File: src/rtl/conv_enc_ctrl_if.sv
// rtl/conv_enc_ctrl_if.sv - information bit stream in, code word stream out
interface conv_enc_ctrl_if #(
  parameter int MAX_CODE_RATE = 3
);
  logic                     i_bit_valid;
  logic                     i_bit;
  logic                     o_bit_ready;
  logic                     o_code_valid;
  logic [MAX_CODE_RATE-1:0] o_code_word;

  modport master (
    output i_bit_valid, i_bit,
    input  o_bit_ready, o_code_valid, o_code_word
  );

  modport slave (
    input  i_bit_valid, i_bit,
    output o_bit_ready, o_code_valid, o_code_word
  );
endinterface

File: src/rtl/conv_enc_ctrl.sv
// rtl/conv_enc_ctrl.sv - frame sequencer for conv_encoder (config check, bit feed, tail, drain)
// CONV_TAIL_EN: when defined, K-1 zero tail steps terminate the trellis.
module conv_enc_ctrl #(
  parameter int MAX_CODE_RATE = 3,
  parameter int MAX_K         = 9,
  parameter int LEN_W         = 16,
  parameter int ENC_LAT       = 1
) (
  input  logic                           clk,
  input  logic                           rst,
  input  logic                           i_start,
  input  logic [1:0]                     i_code_rate,
  input  logic [3:0]                     i_constr_len,
  input  logic [MAX_CODE_RATE*MAX_K-1:0] i_gen_poly,
  input  logic                           i_mode_sel,
  input  logic [LEN_W-1:0]               i_frame_len,
  output logic                           o_en_c,
  output logic                           o_encoder_bit,
  output logic [1:0]                     o_code_rate,
  output logic [3:0]                     o_constr_len,
  output logic [MAX_CODE_RATE*MAX_K-1:0] o_gen_poly,
  output logic                           o_mode_sel,
  input  logic [MAX_CODE_RATE-1:0]       i_encoder_data,
  output logic                           o_busy,
  output logic                           o_frame_done,
  output logic                           o_cfg_err,
  conv_enc_ctrl_if.slave                 bus
);

  typedef enum logic [2:0] {
    IDLE  = 3'd0,
    LOAD  = 3'd1,
    RUN   = 3'd2,
    TAIL  = 3'd3,
    DRAIN = 3'd4
  } state_t;

  state_t               state;
  logic [LEN_W-1:0]     frame_len;
  logic [LEN_W-1:0]     data_cnt;
  logic [7:0]           drain_cnt;
  logic                 bit_ready;
  logic                 en_last;
  logic [ENC_LAT-1:0]   en_pipe;
  logic [ENC_LAT-1:0]   last_pipe;
  logic                 cfg_ok;
  logic [MAX_CODE_RATE-1:0] code_word;
`ifdef CONV_TAIL_EN
  logic [3:0]           tail_cnt;
`endif

  // Checks the latched copy, so LOAD judges exactly what the encoder will see.
  always_comb begin
    cfg_ok = 1'b1;
    if (o_code_rate != 2'd2 && o_code_rate != 2'd3) cfg_ok = 1'b0;
    if (int'(o_constr_len) < 3 || int'(o_constr_len) > MAX_K) cfg_ok = 1'b0;
    if (frame_len == '0) cfg_ok = 1'b0;
    for (int j = 0; j < MAX_CODE_RATE; j++) begin
      if (j < int'(o_code_rate)) begin
        if (o_gen_poly[j*MAX_K +: MAX_K] == '0) cfg_ok = 1'b0;
        for (int b = 0; b < MAX_K; b++) begin
          if (b >= int'(o_constr_len) && o_gen_poly[j*MAX_K + b]) cfg_ok = 1'b0;
        end
      end
    end
  end

  always_comb begin
    code_word = '0;
    if (en_pipe[ENC_LAT-1]) begin
      for (int j = 0; j < MAX_CODE_RATE; j++) begin
        if (j < int'(o_code_rate)) code_word[j] = i_encoder_data[j];
      end
    end
  end

  assign bus.o_bit_ready  = bit_ready;
  assign bus.o_code_valid = en_pipe[ENC_LAT-1];
  assign bus.o_code_word  = code_word;
  assign o_frame_done     = last_pipe[ENC_LAT-1];
  assign o_busy           = (state != IDLE);

  always_ff @(posedge clk) begin
    if (rst) begin
      state         <= IDLE;
      frame_len     <= '0;
      data_cnt      <= '0;
      drain_cnt     <= '0;
      bit_ready     <= 1'b0;
      en_last       <= 1'b0;
      en_pipe       <= '0;
      last_pipe     <= '0;
      o_en_c        <= 1'b0;
      o_encoder_bit <= 1'b0;
      o_code_rate   <= '0;
      o_constr_len  <= '0;
      o_gen_poly    <= '0;
      o_mode_sel    <= 1'b0;
      o_cfg_err     <= 1'b0;
`ifdef CONV_TAIL_EN
      tail_cnt      <= '0;
`endif
    end else begin
      o_cfg_err     <= 1'b0;
      o_en_c        <= 1'b0;
      o_encoder_bit <= 1'b0;
      en_last       <= 1'b0;
      // en_last rides alongside o_en_c so the done pulse lands on the last word
      en_pipe       <= (en_pipe << 1) | ENC_LAT'(o_en_c);
      last_pipe     <= (last_pipe << 1) | ENC_LAT'(en_last);
      case (state)
        IDLE: begin
          if (i_start) begin
            o_code_rate  <= i_code_rate;
            o_constr_len <= i_constr_len;
            o_gen_poly   <= i_gen_poly;
            o_mode_sel   <= i_mode_sel;
            frame_len    <= i_frame_len;
            data_cnt     <= '0;
            drain_cnt    <= '0;
`ifdef CONV_TAIL_EN
            tail_cnt     <= '0;
`endif
            state        <= LOAD;
          end
        end
        LOAD: begin
          if (cfg_ok) begin
            bit_ready <= 1'b1;
            state     <= RUN;
          end else begin
            o_cfg_err <= 1'b1;
            state     <= IDLE;
          end
        end
        RUN: begin
          if (bus.i_bit_valid && bit_ready) begin
            o_en_c        <= 1'b1;
            o_encoder_bit <= bus.i_bit;
            if (data_cnt != frame_len) data_cnt <= data_cnt + LEN_W'(1);
            if (data_cnt == frame_len - LEN_W'(1)) begin
              bit_ready <= 1'b0;
`ifdef CONV_TAIL_EN
              state     <= TAIL;
`else
              en_last   <= 1'b1;
              state     <= DRAIN;
`endif
            end
          end
        end
`ifdef CONV_TAIL_EN
        TAIL: begin
          o_en_c   <= 1'b1;
          tail_cnt <= tail_cnt + 4'd1;
          if (tail_cnt == o_constr_len - 4'd2) begin
            en_last <= 1'b1;
            state   <= DRAIN;
          end
        end
`endif
        DRAIN: begin
          drain_cnt <= drain_cnt + 8'd1;
          if (drain_cnt == 8'(ENC_LAT)) state <= IDLE;
        end
        default: state <= IDLE;
      endcase
    end
  end

endmodule

File: src/flat_wrapper.sv
// flat-port wrapper written by rule: the top's interface ports become plain ports
module conv_enc_ctrl_flat 
#(
  parameter int MAX_CODE_RATE = 3,
  parameter int MAX_K         = 9,
  parameter int LEN_W         = 16,
  parameter int ENC_LAT       = 1
)
  (clk, rst, i_start, i_code_rate, i_constr_len, i_gen_poly, i_mode_sel, i_frame_len, o_en_c, o_encoder_bit, o_code_rate, o_constr_len, o_gen_poly, o_mode_sel, i_encoder_data, o_busy, o_frame_done, o_cfg_err, bus_i_bit_valid, bus_i_bit, bus_o_bit_ready, bus_o_code_valid, bus_o_code_word);
  conv_enc_ctrl_if #(.MAX_CODE_RATE(MAX_CODE_RATE)) bus_i ();
  input  logic clk;
  input  logic rst;
  input  logic i_start;
  input  logic [1:0] i_code_rate;
  input  logic [3:0] i_constr_len;
  input  logic [MAX_CODE_RATE*MAX_K-1:0] i_gen_poly;
  input  logic i_mode_sel;
  input  logic [LEN_W-1:0] i_frame_len;
  output logic o_en_c;
  output logic o_encoder_bit;
  output logic [1:0] o_code_rate;
  output logic [3:0] o_constr_len;
  output logic [MAX_CODE_RATE*MAX_K-1:0] o_gen_poly;
  output logic o_mode_sel;
  input  logic [MAX_CODE_RATE-1:0] i_encoder_data;
  output logic o_busy;
  output logic o_frame_done;
  output logic o_cfg_err;
  input wire logic [$bits(bus_i.i_bit_valid)-1:0] bus_i_bit_valid;
  input wire logic [$bits(bus_i.i_bit)-1:0] bus_i_bit;
  output wire logic [$bits(bus_i.o_bit_ready)-1:0] bus_o_bit_ready;
  output wire logic [$bits(bus_i.o_code_valid)-1:0] bus_o_code_valid;
  output wire logic [$bits(bus_i.o_code_word)-1:0] bus_o_code_word;
  assign bus_i.i_bit_valid = bus_i_bit_valid;
  assign bus_i.i_bit = bus_i_bit;
  assign bus_o_bit_ready = bus_i.o_bit_ready;
  assign bus_o_code_valid = bus_i.o_code_valid;
  assign bus_o_code_word = bus_i.o_code_word;
  conv_enc_ctrl #(.MAX_CODE_RATE(MAX_CODE_RATE), .MAX_K(MAX_K), .LEN_W(LEN_W), .ENC_LAT(ENC_LAT)) u_core (.clk(clk), .rst(rst), .i_start(i_start), .i_code_rate(i_code_rate), .i_constr_len(i_constr_len), .i_gen_poly(i_gen_poly), .i_mode_sel(i_mode_sel), .i_frame_len(i_frame_len), .o_en_c(o_en_c), .o_encoder_bit(o_encoder_bit), .o_code_rate(o_code_rate), .o_constr_len(o_constr_len), .o_gen_poly(o_gen_poly), .o_mode_sel(o_mode_sel), .i_encoder_data(i_encoder_data), .o_busy(o_busy), .o_frame_done(o_frame_done), .o_cfg_err(o_cfg_err), .bus(bus_i));
endmodule
File: config.mk
export PLATFORM = sky130hd
export DESIGN_NAME = conv_enc_ctrl_flat
export DESIGN_NICKNAME = d
export VERILOG_FILES = /design/src/rtl/conv_enc_ctrl_if.sv /design/src/rtl/conv_enc_ctrl.sv /design/src/flat_wrapper.sv
export SDC_FILE = /design/constraint.sdc
export NUM_CORES = 1
export LEC_CHECK = 0
export BUFFER_PORTS_ARGS = -buffer_cell sky130_fd_sc_hd__buf_2
export CAP_MARGIN = 20
export CORE_MARGIN = 2
export CORE_UTILIZATION = 45
export DETAILED_ROUTE_END_ITERATION = 10
export GPL_TIMING_DRIVEN = 1
export MAX_ROUTING_LAYER = met4
export PLACE_DENSITY = 0.69
export SLEW_MARGIN = 20
export SYNTH_ARGS = -nofsm -noshare
export SYNTH_HDL_FRONTEND = slang
export SYNTH_SLANG_ARGS = --single-unit
File: constraint.sdc
create_clock -name clk -period 2.9 [get_ports clk]
set_input_delay 0 -clock clk [delete_from_list [all_inputs] [get_ports clk]]
set_output_delay 0 -clock clk [all_outputs]
set_load 0.005 [all_outputs]
==> metrics.md <==
| Metric | Value |
|---|---|
| RePlAce Congestion | `0.908` |
| Cell depth of the worst hold path | `3` |
| CP Max Fanout | `8` |
| Seq/Total Area, Yosys | `0.386` |
| Post-Syn Instances | `567` |
| TNS Setup | `0 ns` |
| Die W | `102 um` |
| Total CTS buffers | `9` |
| Crit path time final | `2.61 ns` |
| Synth warn | `0` |
| Critical path class | `flop to flop` |
| Worst hold endpoint | `u_core.o_en_c$_SDFF_PP0_` |
| CTS Sinks | `84` |
| Drt pass-1 iters | `5` |
| Total core area | `9330 um^2` |
| Kind of end point of the critical path | `flop` |
| Initial Util | `0.467` |
| Worst Hold Class | `input port to flop` |
| Antenna violations before repair | `0` |
| Worst-path clk slew | `0.09 ns` |
| First-pass GRT wire length | `20600 um` |
| Max Cap Viol | `0` |
| Rel. slew slack | `0.510` |
| Post-DR wirelength/cell | `14.8 um` |
| WP data required | `3.14 ns` |
| Fillers | `893` |
| Largest net degree at the start of global routing | `56` |
| Reg2reg path depth | `9` |
| R2r setup slk | `0.29 ns` |
| Gr usage total | `0.255` |
| Tcrit/Tclk final | `0.902` |
| RSZ-0062 raised after global routing | `no` |
| Clock Path Buffers | `2` |
| ANT cells | `0` |
| Via density per instance | `5.39` |
| Static Leak | `0.00234 uW` |
| Die area | `10500 um^2` |
| Hold Path Origin | `bus_i_bit_valid` |
| Syn_area_per_cell | `7.68 um^2` |
| Post-synth ARST share | `0` |
| FMAX | `0.382 GHz` |
| Grt ovf | `0` |
| Setup violators final | `0` |
| I/O Buffers | `101` |
| Critical R2R Capture | `u_core.bus.o_bit_ready$_SDFFE_PP0P_` |
| Clock root cell | `clkbuf_8` |
| Final hold violation count | `0` |
| Syn nets | `629` |
| Die height | `102 um` |
| Num ports | `102` |
| Top FF cell, synth | `dfxtp_1` |
| Post-synthesis register bit count | `84` |
| Final ANT Viol Nets | `0` |
| Unique cell type count in the Yosys netlist | `66` |
| Hold_ws | `0.0133 ns` |
| Row cnt | `35` |
| Post-synth EDFFs | `0` |
| 1st-iter DRT viols | `207` |
| Via Count | `4507` |
| # DRC | `0` |
| Startpoint Class | `flop` |
| Outcome | `complete, no violations` |
| Worst r2r src | `u_core.frame_len[0]$_SDFFE_PP0P_` |
| Area Growth Syn to Fin | `28.8%` |
| DP Wirelength | `8360 um` |
| TritonCTS clock tree | `yes` |
| Most common cell after layout, fill and taps aside | `nand2_1` |
| Worst skew pair latency | `0.37 ns` |
| IR drop worst, VDD | `211 uV` |
| Final wirelength | `12400 um` |
| Area of the mapped netlist | `4360 um^2` |
| Htree depth | `3` |
| Worst Max-Slew Pin Slew | `0.735 ns` |
| CP arrival | `2.85 ns` |
| Pins Over Slew Limit | `0` |
| Layout Nets | `764` |
| Setup Skew | `0.0112 ns` |
| Number of global-route vias before repair | `4348` |
| Pwr Density | `449 nW/um^2` |
| Share of layout cells above drive strength 1 | `0.198` |
| Gates resized, CTS repair | `0` |
| Commonest cells after routing, fill and taps aside | `nand2_1 (123), buf_2 (101), dfxtp_1 (84)` |
sequential cells by signal, summed over array words and instances (netlist names):
| signal | count |
|---|---|
| u_core.bus.o_code_valid | 1 |
| u_core.o_frame_done | 1 |
| u_core.o_cfg_err | 1 |
| u_core.bus.o_bit_ready | 1 |
| u_core.o_en_c | 1 |
| u_core.o_code_rate | 2 |
| u_core.data_cnt | 16 |
| u_core.o_mode_sel | 1 |
| u_core.en_last | 1 |
| u_core.frame_len | 16 |
| u_core.o_gen_poly | 27 |
| u_core.o_encoder_bit | 1 |
| u_core.state | 3 |
| u_core.o_constr_len | 4 |
| u_core.drain_cnt | 8 |
per-layer routing:
| layer | vias up | track usage | wire length (um) |
|---|---|---|---|
| met5 | - | - | 0 |
| met4 | 0 | 0.0944 | 272 |
| met3 | 26 | 0.0438 | 513 |
| met2 | 121 | 0.423 | 6180 |
| met1 | 2130 | 0.311 | 5420 |
| li1 | 2230 | - | - |
critical path, cell delays in order, from the launching register on:
cell	delay, ns
dfxtp_1	0.36
inv_1	0.07
ha_1	0.31
nor4b_4	0.35
nand2_2	0.12
or4_1	0.53
o21ai_1	0.13
a222oi_1	0.13
o41ai_1	0.38
a21oi_1	0.11
cell type report:
class / instances / area [um^2] / area share
multi-input cells: 434 / 2460 / 0.439
flip-flops and latches: 84 / 1680 / 0.300
repair buffers: 160 / 1080 / 0.192
well taps: 129 / 161 / 0.0288
clock buffers: 9 / 124 / 0.0221
clock inverters: 7 / 57.6 / 0.0103
inverters: 13 / 48.8 / 0.00870
worst max path at each step:
stage,startpoint,end,depth (start not counted)
2_1_floorplan,u_core.frame_len[0]$_SDFFE_PP0P_,u_core.bus.o_bit_ready$_SDFFE_PP0P_,10
4_1_cts,u_core.frame_len[0]$_SDFFE_PP0P_,u_core.bus.o_bit_ready$_SDFFE_PP0P_,9
5_1_grt,u_core.frame_len[0]$_SDFFE_PP0P_,u_core.bus.o_bit_ready$_SDFFE_PP0P_,9
3_5_place_dp,u_core.frame_len[0]$_SDFFE_PP0P_,u_core.bus.o_bit_ready$_SDFFE_PP0P_,9
6_report,u_core.frame_len[0]$_SDFFE_PP0P_,u_core.bus.o_bit_ready$_SDFFE_PP0P_,9
3_3_place_gp,u_core.frame_len[0]$_SDFFE_PP0P_,u_core.bus.o_bit_ready$_SDFFE_PP0P_,9
report_power, final:
group	internal, uW	switching (uW)	leakage, uW	total (uW)
registers	1200	67.2	0.000685	1260
clock network	323	469	0.0000881	792
logic	228	239	0.00156	466
cell families after synthesis:
family	count (synthesis)	share of synthesized area
compound gates	110	0.158
xor+xnor	36	0.0724
fa+ha+maj	4	0.0115
buf+inv	49	0.0508
flops	84	0.386
mux	3	0.00747
simple gates	281	0.314
cell usage after synthesis, drive strengths merged (2+ instances only):
cell     number  area share
a21boi        2      0.0034
nand2       124        0.11
clkbuf       22       0.019
nor2b         7       0.010
a41o          2      0.0046
mux2          2      0.0052
a211o         2      0.0040
nor4b         4       0.011
and3         13       0.019
o21bai        2      0.0034
nand2b        5      0.0072
o211ai        3      0.0063
or3           5      0.0072
nand3        19       0.022
buf          14       0.021
xor2         22       0.044
xnor2        14       0.028
ha            4       0.011
and4          4      0.0080
o21ai         8      0.0092
nand3b        3      0.0052
a21o          2      0.0034
o2111ai       2      0.0040
nor4          9       0.016
o41ai         3      0.0060
inv          13       0.011
dfxtp        84        0.39
nor2         44       0.038
or2           4      0.0057
a211oi        3      0.0052
a21oi        61       0.070
nor3         17       0.020
a31oi         3      0.0043
and2          5      0.0072
nand4bb       2      0.0052
nand4        13       0.019
o22ai         2      0.0029
stage by stage:
stage	instances	power, uW	utilization	worst slack (ns)	area [um^2]
6_report	836	2520	0.602	0.286	5610
5_1_grt	836	2650	0.602	0.0404	5610
4_1_cts	834	2520	0.600	0.199	5600
3_5_place_dp	767	1690	0.526	0.230	4900
3_3_place_gp	767	1680	0.526	0.348	4900
2_1_floorplan	567	1550	-	0.540	4360
repair_timing:
action,CTS,global route
hold endpoints to repair,51,0
setup endpoints to repair,0,2
hold buffers,51,0
setup buffers,0,2
Power figures use the tool's default switching activity.
